<file path="src/rtl/mips_pkg.sv">
// Shared encodings for the single-cycle MIPS control path: ALU operation codes,
// primary opcodes and R-type function codes. Used by the ALU-control decoder and
// by the main control decoder.
package mips_pkg;

  // ALU operation codes (4'b1110 and 4'b1111 are reserved and never produced)
  localparam logic [3:0] ALU_ADD  = 4'b0000;
  localparam logic [3:0] ALU_ADDS = 4'b0001;
  localparam logic [3:0] ALU_SUB  = 4'b0010;
  localparam logic [3:0] ALU_SUBS = 4'b0011;
  localparam logic [3:0] ALU_AND  = 4'b0100;
  localparam logic [3:0] ALU_OR   = 4'b0101;
  localparam logic [3:0] ALU_XOR  = 4'b0110;
  localparam logic [3:0] ALU_NOR  = 4'b0111;
  localparam logic [3:0] ALU_SLT  = 4'b1000;
  localparam logic [3:0] ALU_SLTU = 4'b1001;
  localparam logic [3:0] ALU_SLL  = 4'b1010;
  localparam logic [3:0] ALU_SRL  = 4'b1011;
  localparam logic [3:0] ALU_SRA  = 4'b1100;
  localparam logic [3:0] ALU_LUI  = 4'b1101;

  // Primary opcodes, instruction[31:26]
  localparam logic [5:0] OP_RTYPE = 6'b000000;
  localparam logic [5:0] OP_J     = 6'b000010;
  localparam logic [5:0] OP_JAL   = 6'b000011;
  localparam logic [5:0] OP_BEQ   = 6'b000100;
  localparam logic [5:0] OP_BNE   = 6'b000101;
  localparam logic [5:0] OP_ADDI  = 6'b001000;
  localparam logic [5:0] OP_ADDIU = 6'b001001;
  localparam logic [5:0] OP_SLTI  = 6'b001010;
  localparam logic [5:0] OP_SLTIU = 6'b001011;
  localparam logic [5:0] OP_ANDI  = 6'b001100;
  localparam logic [5:0] OP_ORI   = 6'b001101;
  localparam logic [5:0] OP_XORI  = 6'b001110;
  localparam logic [5:0] OP_LUI   = 6'b001111;
  localparam logic [5:0] OP_LW    = 6'b100011;
  localparam logic [5:0] OP_SW    = 6'b101011;

  // R-type function codes, instruction[5:0]
  localparam logic [5:0] FN_SLL   = 6'b000000;
  localparam logic [5:0] FN_SRL   = 6'b000010;
  localparam logic [5:0] FN_SRA   = 6'b000011;
  localparam logic [5:0] FN_SLLV  = 6'b000100;
  localparam logic [5:0] FN_SRLV  = 6'b000110;
  localparam logic [5:0] FN_SRAV  = 6'b000111;
  localparam logic [5:0] FN_JR    = 6'b001000;
  localparam logic [5:0] FN_ADD   = 6'b100000;
  localparam logic [5:0] FN_ADDU  = 6'b100001;
  localparam logic [5:0] FN_SUB   = 6'b100010;
  localparam logic [5:0] FN_SUBU  = 6'b100011;
  localparam logic [5:0] FN_AND   = 6'b100100;
  localparam logic [5:0] FN_OR    = 6'b100101;
  localparam logic [5:0] FN_XOR   = 6'b100110;
  localparam logic [5:0] FN_NOR   = 6'b100111;
  localparam logic [5:0] FN_SLT   = 6'b101010;
  localparam logic [5:0] FN_SLTU  = 6'b101011;

endpackage

</file>
<file path="src/rtl/alu_ctr.sv">
// ALU-control decoder: maps opcode and R-type function field to the 4-bit ALU
// operation code. Combinational outputs feed the single-cycle datapath; a
// registered copy (one cycle later, no enable) feeds pipelined/debug consumers.
module alu_ctr
  import mips_pkg::*;
(
  input  logic       clk,
  input  logic       rst_n,
  input  logic [5:0] op,
  input  logic [5:0] func,
  output logic [3:0] ALUctr,
  output logic       shift_var,
  output logic       illegal,
  output logic [3:0] ALUctr_q,
  output logic       illegal_q
);

  // Decode op/func; unknown pairs fall back to ADD with illegal raised
  always_comb begin
    ALUctr    = ALU_ADD;
    shift_var = 1'b0;
    illegal   = 1'b0;
    case (op)
      OP_RTYPE: begin
        case (func)
          FN_ADDU: ALUctr = ALU_ADD;
          FN_ADD:  ALUctr = ALU_ADDS;
          FN_SUBU: ALUctr = ALU_SUB;
          FN_SUB:  ALUctr = ALU_SUBS;
          FN_AND:  ALUctr = ALU_AND;
          FN_OR:   ALUctr = ALU_OR;
          FN_XOR:  ALUctr = ALU_XOR;
          FN_NOR:  ALUctr = ALU_NOR;
          FN_SLT:  ALUctr = ALU_SLT;
          FN_SLTU: ALUctr = ALU_SLTU;
          FN_SLL:  ALUctr = ALU_SLL;
          FN_SRL:  ALUctr = ALU_SRL;
          FN_SRA:  ALUctr = ALU_SRA;
          FN_SLLV: begin
            ALUctr    = ALU_SLL;
            shift_var = 1'b1;
          end
          FN_SRLV: begin
            ALUctr    = ALU_SRL;
            shift_var = 1'b1;
          end
          FN_SRAV: begin
            ALUctr    = ALU_SRA;
            shift_var = 1'b1;
          end
          // jr only needs the ALU to pass rs; ADD is harmless
          FN_JR:   ALUctr = ALU_ADD;
          default: illegal = 1'b1;
        endcase
      end
      OP_ADDIU: ALUctr = ALU_ADD;
      OP_ADDI:  ALUctr = ALU_ADDS;
      OP_ANDI:  ALUctr = ALU_AND;
      OP_ORI:   ALUctr = ALU_OR;
      OP_XORI:  ALUctr = ALU_XOR;
      OP_SLTI:  ALUctr = ALU_SLT;
      OP_SLTIU: ALUctr = ALU_SLTU;
      OP_LUI:   ALUctr = ALU_LUI;
      OP_LW:    ALUctr = ALU_ADD;
      OP_SW:    ALUctr = ALU_ADD;
      // branches compare by subtraction
      OP_BEQ:   ALUctr = ALU_SUB;
      OP_BNE:   ALUctr = ALU_SUB;
      OP_J:     ALUctr = ALU_ADD;
      OP_JAL:   ALUctr = ALU_ADD;
      default:  illegal = 1'b1;
    endcase
  end

  // One-cycle registered copy of the decode, cleared asynchronously by reset
  always_ff @(posedge clk or negedge rst_n) begin
    if (!rst_n) begin
      ALUctr_q  <= ALU_ADD;
      illegal_q <= 1'b0;
    end else begin
      ALUctr_q  <= ALUctr;
      illegal_q <= illegal;
    end
  end

endmodule

</file>
<file path="config.mk">
export PLATFORM = sky130hd
export DESIGN_NAME = alu_ctr
export DESIGN_NICKNAME = d
export VERILOG_FILES = /design/src/rtl/mips_pkg.sv /design/src/rtl/alu_ctr.sv
export SDC_FILE = /design/constraint.sdc
export NUM_CORES = 1
export LEC_CHECK = 0
export CORE_AREA = 3 3 40 42
export DETAILED_ROUTE_END_ITERATION = 10
export DIE_AREA = 0 0 43 45
export PLACE_DENSITY = 0.73
export SYNTH_ARGS = -nofsm -noshare
export SYNTH_HDL_FRONTEND = slang
export SYNTH_SLANG_ARGS = --single-unit
</file>
<file path="constraint.sdc">
create_clock -name clk -period 2.6 [get_ports clk]
set_input_delay 0.52 -clock clk [delete_from_list [all_inputs] [get_ports clk]]
set_output_delay 0.52 -clock clk [all_outputs]
set_load 0.01 [all_outputs]
</file>
# Word level (Yosys, flattened, before mapping)
# Index checks and enable logic that the tools add are counted.
totals:
  reg_bits: 5
  out_inout_bits: 11
  input_bits: 14
op_classes:
  n_mux: 6
  eq_ne: 30
  reduce_logical: 9
op_table:
  columns: ["operator", "count"]
  rows:
  - ["$eq A6 B6 Y1 const B", 12]
  - ["$eq A6 B4 Y1 const B", 9]
  - ["$pmux W4 S12", 1]
  - ["$pmux W4 S9", 1]
  - ["$eq A6 B3 Y1 const B", 5]
  - ["$eq A6 B2 Y1 const B", 4]
  - ["$reduce_or A17 Y1", 1]
  - ["$reduce_or A14 Y1", 1]
  - ["$logic_not A6 Y1", 2]
  - ["$reduce_or A2 Y1", 4]
  - ["$mux W1", 3]
  - ["$reduce_or A3 Y1", 1]
  - ["$pmux W1 S2", 1]

# Logic depth before layout (Yosys ltp)
depth:
  word_depth: 4
  mapped_depth: 5

# Worst setup path after synthesis
# Ideal clock, no wire load.
synth_path:
  path_kind: "input to output"
  startpoint: "in op[0]"
  endpoint: "out shift_var"
  setup_slack_ns: 0.348
  n_path_buf: 0
  path_stages: 3
  arrival_time_ns: 1.732
  t_required_ns: 2.080
  path_cell_list: "or3_4 > or3_4 > nor4b_1"
synth_via:
  elab_chain_len: 2
synth_rtl:
  columns: ["element", "line", "source"]
  rows:
  - ["start, declared", "alu_ctr.sv:9", "input logic [5:0] op,"]
  - ["$logic_not A6 Y1", "alu_ctr.sv:23", "case (op)"]
  - ["$mux W1", "alu_ctr.sv:23", null]
  - ["end, declared", "alu_ctr.sv:12", "output logic shift_var,"]
# No other way between the ends.

# Worst setup path after layout
layout_path:
  startpoint: "in op[5]"
  endpoint: "out ALUctr[2]"
layout_via:
  elab_chain_len: 3
layout_rtl:
  columns: ["element", "line", "source"]
  rows:
  - ["$eq A6 B3 Y1", "alu_ctr.sv:23", null]
  - ["$reduce_or A2 Y1 (no source line)", null, null]
  - ["$pmux W4 S9 *", "alu_ctr.sv:23", null]
  - ["end, declared", "alu_ctr.sv:11", "output logic [3:0] ALUctr,"]
# Every way passes the cells marked *; elsewhere a longest branch is shown, timed or not.

==> results.md <==
* Pin count of the biggest net entering global routing at 9
* Leakage power figure at 0.000416 µW
* Grt total ovfl at 0
* Setup TNS Final at 0 ns
* Io pins at 25
* Total global routing track utilization at 19.7%
* Via count of the first global-routing pass at 625
* Number of setup violations in the final report at 0
* Average wire per standard cell at 14.1 µm
* Max transition margin at 77.0%
* Highest Signal Layer: met4
* Hold_ws at 0.507 ns
* Chip width at 43 µm
* Max Cap Viol at 0
* Clock-pin slew of the registers on the worst-case setup and hold paths at 0.04 ns
* Post-synthesis cell type count at 29
* Die area at 1940 µm²
* Total standard cell area after synthesis at 467 µm²
* Area Overhead vs Synth at 105%
* Detailed route wirelength on metal2 at 835 µm
* Type of origin of the critical path: primary input
* Count of TritonRoute iterations in the first routing pass at 3
* Fin crit period at 2.54 ns
* Detailed-route via count at 626
* Initial core utilization at 36.3%
* Number of vias per cell at 5.22
* Min-delay worst type: in -> async
* Antenna violations before repair at 0
* Count of antenna-violating nets left after detailed routing at 0
* Max-slew violation count at 0
* DRC viols at 0
* Hold-fix buffers, CTS at 0
* Achievable clock frequency at 394 MHz
* Iteration-0 DRC Markers at 6
* Portion of the clock cycle consumed by the worst path in the final layout at 97.5%
* Global-route wire length before repair at 2790 µm
* Antenna Cells at 0
* Final count of hold timing violations at 0
* Flip-flop and latch count after synthesis at 5
* Root cell of the clock tree: sky130_fd_sc_hd__clkbuf_4
* Critical path arrival at 2.02 ns
* Wire length on met3 at 88 µm
* Number of I/O port buffers at 24
* Site Rows at 13
* Core Footprint at 1280 µm²
* Final nets at 120
* Critical Path RT at 2.08 ns
* Final estimated routing congestion in global placement at 0.866
* Portion of the post-synthesis area used by sequential elements at 26.8%
* Maximum number of buffers from clock root to sink at 2
* Proportion of layout cells with a drive suffix above 1 at 45.7%
* Count of yosys warnings during synthesis at 0
* CTS tree: built
* Synth Net Count at 72
* Transition at the pin with the smallest max-transition slack at 0.345 ns
* HPWL reported at the end of detailed placement at 1250 µm
* Die Span Y at 45 µm
* H-Tree Level Count at 1
* Crit Path Max Fanout at 3
* Commonest cells after routing, fill and taps aside: sky130_fd_sc_hd__buf_4, sky130_fd_sc_hd__clkdlybuf4s50_1, sky130_fd_sc_hd__nand2_1, sky130_fd_sc_hd__dlygate4sd2_1, sky130_fd_sc_hd__dfrtp_1
* Syn Inst Count at 58
* Routed metal-1 wirelength at 743 µm
* Peak supply drop at 0.120 mV
* Most common cell after layout, fill and taps aside: sky130_fd_sc_hd__buf_4
* Clock tree sinks at 5
* Total clock buffers created by CTS at 3
* Endpoint kind of the worst setup timing path: output pin
* Routed Wire Length at 1700 µm
* Worst Path Class, Setup: in -> out
* Run status: completed
* Power Density at 285 nW/µm²
* Mean post-synth cell area at 8.05 µm²
## cell families after synthesis
| group | count (synthesis) | share of synthesized area [%] |
|---|---|---|
| compound gates | 21 | 32.4 |
| buf+inv | 6 | 4.83 |
| flops | 5 | 26.8 |
| simple gates | 26 | 35.9 |
## cells in the mapped netlist
| library cell | count | area (µm²) |
|---|---|---|
| sky130_fd_sc_hd__or2_2 | 1 | 6.26 |
| sky130_fd_sc_hd__nor3_1 | 1 | 5.00 |
| sky130_fd_sc_hd__dfrtp_1 | 5 | 125 |
| sky130_fd_sc_hd__nor4_1 | 1 | 6.26 |
| sky130_fd_sc_hd__o21ai_0 | 3 | 15.0 |
| sky130_fd_sc_hd__nor2_1 | 2 | 7.51 |
| sky130_fd_sc_hd__nand2b_1 | 2 | 12.5 |
| sky130_fd_sc_hd__a2bb2oi_1 | 1 | 8.76 |
| sky130_fd_sc_hd__a311o_1 | 1 | 10.0 |
| sky130_fd_sc_hd__o211ai_1 | 2 | 15.0 |
| sky130_fd_sc_hd__nand3b_1 | 2 | 15.0 |
| sky130_fd_sc_hd__o21bai_1 | 2 | 15.0 |
| sky130_fd_sc_hd__a2111oi_2 | 1 | 15.0 |
| sky130_fd_sc_hd__a21o_1 | 2 | 15.0 |
| sky130_fd_sc_hd__and2_1 | 1 | 6.26 |
| sky130_fd_sc_hd__or3_4 | 2 | 22.5 |
| sky130_fd_sc_hd__or3_2 | 1 | 7.51 |
| sky130_fd_sc_hd__nand2_1 | 6 | 22.5 |
| sky130_fd_sc_hd__nor4b_1 | 3 | 26.3 |
| sky130_fd_sc_hd__a21oi_1 | 6 | 30.0 |
| sky130_fd_sc_hd__inv_1 | 2 | 7.51 |
| sky130_fd_sc_hd__nand3_1 | 1 | 5.00 |
| sky130_fd_sc_hd__clkbuf_1 | 4 | 15.0 |
| sky130_fd_sc_hd__a2111o_1 | 1 | 11.3 |
| sky130_fd_sc_hd__o22ai_1 | 1 | 6.26 |
| sky130_fd_sc_hd__nor2b_1 | 1 | 6.26 |
| sky130_fd_sc_hd__nor4bb_1 | 1 | 10.0 |
| sky130_fd_sc_hd__a211o_2 | 1 | 10.0 |
| sky130_fd_sc_hd__and3b_1 | 1 | 8.76 |
## what timing repair did
item                       CTS  global route
gates resized for setup     42            10
buffers inserted             0             1
setup endpoints to repair    6             4
pin swaps                    4             3
## metrics by stage
step,total power [µW],instances,utilization (%),area [µm²],setup slack (ns)
2_1_floorplan,117,58,-,467,0.348
3_3_place_gp,182,115,68.2,876,-0.542
3_5_place_dp,184,115,68.2,876,-0.584
4_1_cts,273,119,74.1,952,0.0199
5_1_grt,291,120,74.5,957,-0.000415
6_report,273,120,74.5,957,0.0640
## layer usage
metal | up-vias | GRT usage, %
met5 | - | 0
met4 | 0 | 9.04
met3 | 4 | 4.78
met2 | 16 | 33.8
met1 | 291 | 23.4
li1 | 315 | -
## power breakdown
part	leakage, µW	switching, µW	internal [µW]
sequential	0.0000652	0.658	80.8
clock	0.0000150	29.5	57.9
combinational	0.000336	48.3	56.2
total	0.000416	78.4	195
## critical path: stages
cell and delay (ns):
sky130_fd_sc_hd__clkdlybuf4s15_1 0.19, sky130_fd_sc_hd__or2_4 0.26, sky130_fd_sc_hd__or3_4 0.39, sky130_fd_sc_hd__a2111oi_4 0.34
sky130_fd_sc_hd__o21bai_4 0.19, sky130_fd_sc_hd__buf_6 0.12
## registers in the layout (all words and copies together) (netlist names)
register   count
ALUctr_q       4
illegal_q      1
## final cells by class
type	instances	area [µm²]
fill	109	328
sequential	5	125
inverter	2	7.51
multi-input combinational	47	394
clock buffer	4	26.3
timing repair buffer	47	385
tap	15	18.8
## how the worst max path moves through the flow
stage / to / cells past startpoint / start / slack [ns]
finish: ALUctr[2] / 6 / op[5] / 0.06
floorplan: shift_var / 3 / op[0] / 0.35
global placement: shift_var / 5 / op[0] / -0.54
detailed placement: ALUctr[2] / 6 / op[0] / -0.58
CTS: illegal / 6 / op[2] / 0.02
global route: ALUctr[2] / 6 / op[5] / -0.0004
Note: power is estimated with default switching activity, not from simulation.
